`src/rtl/uart_rx_word_packer_pkg.sv`:
```
// Shared definitions for the UART receive word packer: packer FSM states,
// word width, default inter-byte timeout and the byte-lane insert helper.
package uart_rx_word_packer_pkg;

    localparam int WORD_W                 = 32;
    localparam int DEFAULT_TIMEOUT_CYCLES = 1_000_000;

    typedef enum logic [0:0] {
        S_IDLE    = 1'b0,
        S_COLLECT = 1'b1
    } pack_state_e;

    // Returns the word with one byte lane replaced; lane 0 is the least significant byte.
    function automatic logic [WORD_W-1:0] insert_byte(
        input logic [WORD_W-1:0] word_in,
        input logic [7:0]        data_in,
        input logic [1:0]        lane
    );
        logic [WORD_W-1:0] res;
        res = word_in;
        case (lane)
            2'd0:    res[7:0]   = data_in;
            2'd1:    res[15:8]  = data_in;
            2'd2:    res[23:16] = data_in;
            2'd3:    res[31:24] = data_in;
            default: res        = word_in;
        endcase
        return res;
    endfunction

endpackage

```
`src/rtl/uart_word_fifo.sv`:
```
// Synchronous first-word-fall-through FIFO with flush. A push while full is
// accepted only when a pop happens in the same cycle; otherwise it is ignored.
module uart_word_fifo #(
    parameter int WIDTH = 32,
    parameter int DEPTH = 4
) (
    input  logic                     I_clk,
    input  logic                     I_rst,
    input  logic                     flush,
    input  logic                     push,
    input  logic [WIDTH-1:0]         push_data,
    input  logic                     pop,
    output logic [WIDTH-1:0]         pop_data,
    output logic                     full,
    output logic                     empty,
    output logic [$clog2(DEPTH):0]   count
);

    localparam int PTR_W = $clog2(DEPTH);
    localparam int CNT_W = PTR_W + 1;

    logic [WIDTH-1:0] mem_r [DEPTH];
    logic [PTR_W-1:0] wr_ptr_r;
    logic [PTR_W-1:0] rd_ptr_r;
    logic [CNT_W-1:0] count_r;
    logic             full_s;
    logic             empty_s;
    logic             do_push_s;
    logic             do_pop_s;

    assign full_s    = (count_r == CNT_W'(DEPTH));
    assign empty_s   = (count_r == {CNT_W{1'b0}});
    assign do_pop_s  = pop & ~empty_s;
    assign do_push_s = push & (~full_s | do_pop_s);

    // Pointer and occupancy bookkeeping.
    always_ff @(posedge I_clk) begin
        if (I_rst || flush) begin
            wr_ptr_r <= {PTR_W{1'b0}};
            rd_ptr_r <= {PTR_W{1'b0}};
            count_r  <= {CNT_W{1'b0}};
        end else begin
            if (do_push_s) wr_ptr_r <= wr_ptr_r + PTR_W'(1);
            if (do_pop_s)  rd_ptr_r <= rd_ptr_r + PTR_W'(1);
            case ({do_push_s, do_pop_s})
                2'b10:   count_r <= count_r + CNT_W'(1);
                2'b01:   count_r <= count_r - CNT_W'(1);
                default: count_r <= count_r;
            endcase
        end
    end

    // Storage array; contents only matter while covered by the occupancy count.
    always_ff @(posedge I_clk) begin
        if (do_push_s && !flush) begin
            mem_r[wr_ptr_r] <= push_data;
        end
    end

    // Head word is forced to zero while the FIFO is empty.
    always_comb begin
        if (empty_s) begin
            pop_data = {WIDTH{1'b0}};
        end else begin
            pop_data = mem_r[rd_ptr_r];
        end
    end

    assign full  = full_s;
    assign empty = empty_s;
    assign count = count_r;

endmodule

```
`src/rtl/uart_rx_word_packer.sv`:
```
// Packs UART receive bytes into little-endian 32-bit words, discards partial
// words on inter-byte timeout and queues completed words in a small FWFT FIFO.
module uart_rx_word_packer
    import uart_rx_word_packer_pkg::*;
#(
    parameter int TIMEOUT_CYCLES = DEFAULT_TIMEOUT_CYCLES,
    parameter int FIFO_DEPTH     = 4
) (
    input  logic                          I_clk,
    input  logic                          I_rst,
    input  logic                          I_rx_done,
    input  logic [7:0]                    I_rx_data,
    input  logic                          I_flush,
    input  logic                          I_clr_overflow,
    output logic                          O_word_valid,
    output logic [WORD_W-1:0]             O_word_data,
    input  logic                          I_word_ready,
    output logic [1:0]                    O_byte_cnt,
    output logic [$clog2(FIFO_DEPTH):0]   O_fill,
    output logic                          O_overflow,
    output logic                          O_timeout
);

    localparam int TMO_W = $clog2(TIMEOUT_CYCLES + 1);
    localparam logic [TMO_W-1:0] TMO_LAST = TMO_W'(TIMEOUT_CYCLES - 1);
    localparam logic [TMO_W-1:0] TMO_MAX  = {TMO_W{1'b1}};

    pack_state_e       state_r,   state_nxt_s;
    logic [1:0]        cnt_r,     cnt_nxt_s;
    logic [WORD_W-1:0] word_r,    word_nxt_s;
    logic [TMO_W-1:0]  tmo_r,     tmo_nxt_s;
    logic              rx_done_q_r;
    logic              timeout_r;
    logic              overflow_r;
    logic              byte_ev_s;
    logic              push_s;
    logic              pop_s;
    logic              expire_s;
    logic              drop_s;
    logic              fifo_full_s;
    logic              fifo_empty_s;
    logic [WORD_W-1:0] fifo_data_s;
    logic [$clog2(FIFO_DEPTH):0] fifo_count_s;

    assign byte_ev_s = I_rx_done & ~rx_done_q_r;
    assign pop_s     = ~fifo_empty_s & I_word_ready & ~I_flush;
    assign drop_s    = push_s & fifo_full_s & ~pop_s;

    // State, partial word and timeout counter registers.
    always_ff @(posedge I_clk) begin
        if (I_rst) begin
            state_r     <= S_IDLE;
            cnt_r       <= 2'd0;
            word_r      <= {WORD_W{1'b0}};
            tmo_r       <= {TMO_W{1'b0}};
            rx_done_q_r <= 1'b0;
        end else begin
            state_r     <= state_nxt_s;
            cnt_r       <= cnt_nxt_s;
            word_r      <= word_nxt_s;
            tmo_r       <= tmo_nxt_s;
            rx_done_q_r <= I_rx_done;
        end
    end

    // Packer next-state: a byte arriving on the expiry cycle wins over the timeout.
    always_comb begin
        state_nxt_s = state_r;
        cnt_nxt_s   = cnt_r;
        word_nxt_s  = word_r;
        tmo_nxt_s   = tmo_r;
        push_s      = 1'b0;
        expire_s    = 1'b0;
        if (I_flush) begin
            state_nxt_s = S_IDLE;
            cnt_nxt_s   = 2'd0;
            word_nxt_s  = {WORD_W{1'b0}};
            tmo_nxt_s   = {TMO_W{1'b0}};
        end else begin
            case (state_r)
                S_IDLE: begin
                    tmo_nxt_s = {TMO_W{1'b0}};
                    if (byte_ev_s) begin
                        word_nxt_s  = {{(WORD_W-8){1'b0}}, I_rx_data};
                        cnt_nxt_s   = 2'd1;
                        state_nxt_s = S_COLLECT;
                    end else begin
                        cnt_nxt_s   = 2'd0;
                    end
                end
                S_COLLECT: begin
                    if (byte_ev_s) begin
                        word_nxt_s = insert_byte(word_r, I_rx_data, cnt_r);
                        tmo_nxt_s  = {TMO_W{1'b0}};
                        if (cnt_r == 2'd3) begin
                            push_s      = 1'b1;
                            cnt_nxt_s   = 2'd0;
                            state_nxt_s = S_IDLE;
                        end else begin
                            cnt_nxt_s   = cnt_r + 2'd1;
                        end
                    end else if (tmo_r == TMO_LAST) begin
                        expire_s    = 1'b1;
                        cnt_nxt_s   = 2'd0;
                        tmo_nxt_s   = {TMO_W{1'b0}};
                        state_nxt_s = S_IDLE;
                    end else if (tmo_r != TMO_MAX) begin
                        tmo_nxt_s   = tmo_r + TMO_W'(1);
                    end else begin
                        tmo_nxt_s   = tmo_r;
                    end
                end
                default: begin
                    state_nxt_s = S_IDLE;
                    cnt_nxt_s   = 2'd0;
                    tmo_nxt_s   = {TMO_W{1'b0}};
                end
            endcase
        end
    end

    // Timeout pulse and sticky overflow; a new drop beats a same-cycle clear.
    always_ff @(posedge I_clk) begin
        if (I_rst || I_flush) begin
            timeout_r  <= 1'b0;
            overflow_r <= 1'b0;
        end else begin
            timeout_r <= expire_s;
            if (drop_s) begin
                overflow_r <= 1'b1;
            end else if (I_clr_overflow) begin
                overflow_r <= 1'b0;
            end else begin
                overflow_r <= overflow_r;
            end
        end
    end

    uart_word_fifo #(
        .WIDTH (WORD_W),
        .DEPTH (FIFO_DEPTH)
    ) u_fifo (
        .I_clk     (I_clk),
        .I_rst     (I_rst),
        .flush     (I_flush),
        .push      (push_s),
        .push_data (word_nxt_s),
        .pop       (pop_s),
        .pop_data  (fifo_data_s),
        .full      (fifo_full_s),
        .empty     (fifo_empty_s),
        .count     (fifo_count_s)
    );

    assign O_word_valid = ~fifo_empty_s;
    assign O_word_data  = fifo_data_s;
    assign O_byte_cnt   = cnt_r;
    assign O_fill       = fifo_count_s;
    assign O_overflow   = overflow_r;
    assign O_timeout    = timeout_r;

endmodule

```
`config.mk`:
```
export PLATFORM = sky130hd
export DESIGN_NAME = uart_rx_word_packer
export DESIGN_NICKNAME = d
export VERILOG_FILES = /design/src/rtl/uart_rx_word_packer_pkg.sv /design/src/rtl/uart_word_fifo.sv /design/src/rtl/uart_rx_word_packer.sv
export SDC_FILE = /design/constraint.sdc
export NUM_CORES = 1
export LEC_CHECK = 0
export ABC_CLOCK_PERIOD_IN_PS = 4200
export CORE_MARGIN = 1
export CORE_UTILIZATION = 40
export DETAILED_ROUTE_END_ITERATION = 16
export PLACE_DENSITY = 0.67
export SLEW_MARGIN = 20
export SYNTH_ARGS = -nofsm -noshare
export SYNTH_HDL_FRONTEND = slang
export SYNTH_SLANG_ARGS = --single-unit
```
`constraint.sdc`:
```
create_clock -name I_clk -period 4.2 [get_ports I_clk]
set_input_delay 0.63 -clock I_clk [delete_from_list [all_inputs] [get_ports I_clk]]
set_output_delay 0.63 -clock I_clk [all_outputs]
set_load 0.005 [all_outputs]
```
Word level (Yosys, flattened, before mapping)
Memories as Yosys holds them, arrays and structs flattened. A register that Yosys moved wholly into a read port is not among the register bits.
Cells that the tools add are included.
{"block": "classes", "add_sub_neg": 6, "multipliers": 0, "div_mod_pow": 0, "n_lt_le_gt_ge": 0, "eq_ne": 10, "shift": 0, "muxes": 35, "bitwise": 14, "reduce_logical": 9}
{"operator": "$mux 32", "n": 4}
{"operator": "$pmux 32 s2", "n": 1}
{"operator": "$mux 20", "n": 3}
{"operator": "$pmux 20 s2", "n": 1}
{"operator": "$mux 8", "n": 4}
{"operator": "$add 20x1->20 const B", "n": 1}
{"operator": "$eq 20x20->1 const B", "n": 1}
{"operator": "$ne 20x20->1 const B", "n": 1}
{"operator": "$mux 1", "n": 14}
{"operator": "$mux 2", "n": 5}
{"operator": "$and 1x1->1", "n": 7}
{"operator": "$add 2x1->2 const B", "n": 3}
{"operator": "$eq 2x2->1 const B", "n": 3}
{"operator": "$not 1->1", "n": 6}
{"operator": "$pmux 3 s2", "n": 1}
{"operator": "$eq 2x1->1 const B", "n": 2}
{"operator": "$ne 4x1->1 const B", "n": 1}
{"operator": "$pmux 2 s2", "n": 1}
{"operator": "$reduce_bool 2->1", "n": 2}
{"operator": "$reduce_or 4->1", "n": 1}
{"operator": "$add 3x1->3 const B", "n": 1}
{"operator": "$eq 3x3->1 const B", "n": 1}
{"operator": "$logic_not 3->1", "n": 1}
{"operator": "$ne 3x1->1 const B", "n": 1}
{"operator": "other kinds (8)", "n": 8}
{"block": "totals", "regBits": 65, "latch_bits": 0, "ramBits": 128, "rom_bits": 0, "in_bits": 14, "mem_count": 1}
{"name": "u_fifo.mem_r", "words": 4, "width": 32, "rd": 1, "rd_ports_with_merged_regs": 1, "wr": 1, "line": "uart_word_fifo.sv:22", "source": "logic [WIDTH-1:0] mem_r [DEPTH];"}

Depth between registers and ports, before layout
{"block": "depth", "ltp_word": 10, "depth_mapped": 11}

Hierarchy
From an unflattened synthesis, not the netlist that was laid out.
{"block": "hier_totals", "cells_unflattened": 658, "area_unflattened_um2": 8659.6}
{"mod": "uart_word_fifo", "n_inst": 1, "cells_per_inst": 256, "area_each_um2": 5333.9}
{"mod": "uart_rx_word_packer", "n_inst": 1, "cells_per_inst": 402, "area_each_um2": 3325.7}

Worst setup path after synthesis
No wires, ideal clock.
{"block": "synth_path", "kind": "input to register", "from": "input port I_rx_done", "to": "memory u_fifo.mem_r[0][0] (enable)", "setup_time_ns": 0.392, "t_arrival_ns": 2.288, "required_ns": 3.808, "path_slack_ns": 1.520, "cell_stages": 4, "path_cell_list": "nor2b_1 -> nand3_2 -> nor3b_2 -> and2_1"}
{"block": "synth_between", "elab_chain_cells": 8}
{"item": "start: declaration", "line": "uart_rx_word_packer.sv:11", "source": "input logic I_rx_done,"}
{"item": "$and 1x1->1", "line": "uart_rx_word_packer.sv:45", "source": "assign byte_ev_s = I_rx_done & ~rx_done_q_r;"}
{"item": "$mux 1", "line": "uart_rx_word_packer.sv:92", "source": "if (byte_ev_s) begin"}
{"item": "$mux 1", "line": "uart_rx_word_packer.sv:80", "source": "case (state_r)"}
{"item": "$mux 1", "line": "uart_rx_word_packer.sv:74", "source": "if (I_flush) begin"}
{"item": "$and 1x1->1", "line": "uart_word_fifo.sv:34", "source": "assign do_push_s = push & (~full_s | do_pop_s);"}
{"item": "$logic_and 1x1->1", "line": "uart_word_fifo.sv:55", "source": "if (do_push_s && !flush) begin"}
{"item": "$mux 1", "line": "uart_word_fifo.sv:55"}
{"item": "$mux 1 (implied by the code)", "line": "uart_word_fifo.sv:56", "source": "mem_r[wr_ptr_r] <= push_data;"}
{"item": "end: declaration", "line": "uart_word_fifo.sv:22"}
Every way passes these cells.

==> impl_metrics.tcl <==
set metrics [dict create \
    worstHoldPathType "reg -> reg" \
    ys_ff_latch 195 \
    rrSetupSlack_ps 1420 \
    yosys_warnings 0 \
    synth.cell_area_um2 7920 \
    vias_per_cell 5.13 \
    final-seq-area_um2 5190 \
    cts_hold_buf 0 \
    max_stage_delay_ps 580 \
    slew_headroom_pct 37.2 \
    ir_drop_v 0.000296 \
    drc 0 \
    fmax_mhz 317 \
    pwr-share-comb_pct 1.8 \
    worstHoldEndpoint "word_r[12]" \
    core_um2 19500 \
    p_seq_share_pct 56.4 \
    start_kind "flip-flop" \
    power.internal_mw 2.83 \
    die_width_um 143 \
    r2r-end "u_fifo.count[2]" \
    p_leak_nw 3.16 \
    cts.sinks 195 \
    grt_first_pass_wirelength_mm 24.0 \
    dp_slack_ps 762 \
    synth_cell_type_count 45 \
    worst_pin_slew_ps 936 \
    num_rows 51 \
    first_pass_iters 5 \
    wirelength_mm 15.2 \
    cp.required_ps 3570 \
    endpoint_kind "primary output" \
    syn_nets 584 \
    ys.flop_type "edfxtp_1" \
    multi_input_area_um2 2590 \
    grt_pass1_vias 4560 \
    overflow 0 \
    setup_viol 0 \
    avgSynthCellArea_um2 14.2 \
    critical_path_buf_inv_count 2 \
    cts_resized 0 \
    hold_depth 2 \
    n_fill_cell 1665 \
    cts_setup_buffers 0 \
    instances_no_fill 894 \
    wl_per_cell_um 16.9 \
    period_share_pct 75.2 \
    rsz0062_at_grt "false" \
    drv_cap 0 \
    io-pin-count 54 \
    port_buffers 53 \
    antenna_found_initial 0 \
    crit_family "buffers and inverters" \
    dr.first_iter.drc_count 299 \
    hp-start "word_r[12]" \
    die_area_um2 20400 \
    crit_type "reg -> out" \
    skew_ps 8.74 \
    die_y_um 143 \
    cts-root-buf "clkbuf_16" \
    reg2regPathDepth 10 \
    synthArstFlopShare_pct 0 \
    power_frac_clock_pct 41.8 \
    cts_max_level 4 \
    p_sw_share_pct 21.3 \
    cts_buffers 17 \
    dpl.hpwl_mm 9.85 \
    tns_ps 0 \
    final_nets 642 \
    crit_chain "buf_4 > mux4_2 > nor2b_1 > clkdlybuf4s50_1" \
    finalHoldViolCount 0 \
    grt_max_degree 33 \
    gp_congestion 0.825 \
    critPathMaxFanout 32 \
    status "complete, no violations" \
    clockBufferDepth 2 \
    p_sw_mw 0.764 \
    drv_slew 0 \
    yosysSeqAreaShare_pct 65.5 \
    pwr_density_cell_nw_per_um2 386 \
    fin_crit_ps 3160 \
    worst_slack_ps 1040 \
    antenna_left 0 \
    track_usage_pct 15.8 \
    worstSkewPairLatency_ps 430 \
    synth_edf_count 128 \
    postSynthCellCount 559 \
    dp_cells 863 \
    cts_tree "built" \
    diodes 0 \
    vias 4585 \
    clkTransAtPathRegs_ps 70 \
    arrival_ps 2530 \
    r2r-start "O_byte_cnt[0]" \
    layout-drive-gt1-share_pct 13.2 \
    area_delta_synth_final_pct 17.6 \
    start_util_pct 40.7 \
    critPathSlowestCell "mux4_2" \
]
placed cells by master, fill, tap and decap left out, types with 2 or more instances in the layout:
cell	instances
edfxtp_1	128
nor2_1	93
dfxtp_1	66
clkdlybuf4s50_1	53
nor2b_1	38
mux2i_1	33
mux4_2	32
clkbuf_16	17
inv_1	13
nand2_1	12
nand3_1	12
a21oi_1	11
ha_1	10
buf_4	10
nand4_1	9
xnor2_1	9
and3_1	8
xor2_1	7
o21ai_0	5
and2_1	5
nor3_1	5
inv_8	5
nand2b_1	4
a211oi_1	4
nor4_1	3
inv_6	3
nor3_2	2
and4_1	2
nor4b_1	2
o211ai_1	2
a31oi_1	2
clkinvlp_4	2
clkinv_4	2
clkbuf_1	2
worst register-to-register path: cells and delay by family, from the launching register on:
kind / cells / cell delay (ps)
adder cells (fa/ha/maj): 3 / 750
XOR/XNOR: 1 / 70
AND/OR/NAND/NOR: 3 / 1080
AO/OA/AOI/OAI: 1 / 150
flip-flops: 1 / 480
buffers and inverters: 2 / 170
per-stage QoR:
step	area (um2)	hold WS [ps]	utilization [%]	power (mW)
2_1_floorplan	7920	476	-	2.10
3_3_place_gp	8760	475	45.0	2.14
3_5_place_dp	8760	502	45.0	2.14
4_1_cts	9310	517	47.8	3.63
5_1_grt	9310	547	47.8	3.71
6_report	9310	512	47.8	3.59
layer usage:
| metal | GRT usage [%] | wire length [um] | vias up | share of wire (%) |
|---|---|---|---|---|
| li1 | - | - | 2155 | - |
| met1 | 19.6 | 6640 | 2323 | 44 |
| met2 | 27.3 | 7720 | 90 | 51 |
| met3 | 4.16 | 610 | 17 | 4.0 |
| met4 | 4.41 | 175 | 0 | 1.2 |
| met5 | 0 | 0 | - | 0 |
Yosys cell counts (7+ instances only):
library cell  number  area share, %
nand4_1            9           0.71
nand3_1           12           0.76
xnor2_1            9            1.0
clkbuf_1          18           0.85
nor2_1            93            4.4
ha_1              10            1.6
dfxtp_1           67             17
a21oi_1           11           0.70
nor2b_1           38            3.0
nand2_1           12           0.57
inv_1             13           0.62
xor2_1             7           0.77
edfxtp_1         128             49
and3_1             8           0.63
mux2i_1           33            4.2
mux4_2            32            9.1
cell families (layout without fill, tap and decap cells):
group,count (synthesis),in the layout,synth area share [%]
buffers and inverters,37,107,1.85
adder cells (fa/ha/maj),11,11,1.83
multiplexers,65,65,13.3
AND/OR/NAND/NOR,206,206,13.5
XOR/XNOR,16,16,1.77
AO/OA/AOI/OAI,29,29,2.28
flip-flops,195,195,65.5
how the worst max path moves through the flow:
stage,from,endpoint,slack (ps),depth (start not counted)
finish,flip-flop,O_word_data[14],1040,4
global route,flip-flop,O_word_data[15],850,4
CTS,u_fifo.count[0],O_word_data[4],950,4
detailed placement,I_rx_done,u_fifo.count[2],760,12
global placement,I_rx_done,u_fifo.count[2],890,12
floorplan,I_rx_done,u_fifo.mem_r[0][0],1520,4
state kept, by name, indices dropped and copies added, names as in the netlist, named ones only:
register and cells:
O_timeout 1, O_byte_cnt 2, u_fifo.wr_ptr_r 2, u_fifo.mem_r 128, tmo_r 20, rx_done_q_r 1
u_fifo.count 3, O_overflow 1, state_r 1, word_r 32, u_fifo.rd_ptr_r 2
power by group through the flow:
stage	Clock (mW)	Sequential, mW	Combinational, mW
floorplan	0	2.07	0.0337
global placement	0	2.07	0.0650
detailed placement	0	2.07	0.0665
CTS	1.53	2.03	0.0668
global route	1.61	2.03	0.0714
finish	1.50	2.03	0.0658
area by class of cell:
| type | instances | share of cell area [%] |
|---|---|---|
| multi-input cells | 327 | 27.8 |
| flip-flops and latches | 195 | 55.7 |
| inverters | 13 | 0.524 |
| clock buffers | 19 | 4.65 |
| clock inverters | 12 | 1.24 |
| well taps | 265 | 3.56 |
| repair buffers | 63 | 6.50 |
No activity file was read; power rests on OpenSTA's default activity.
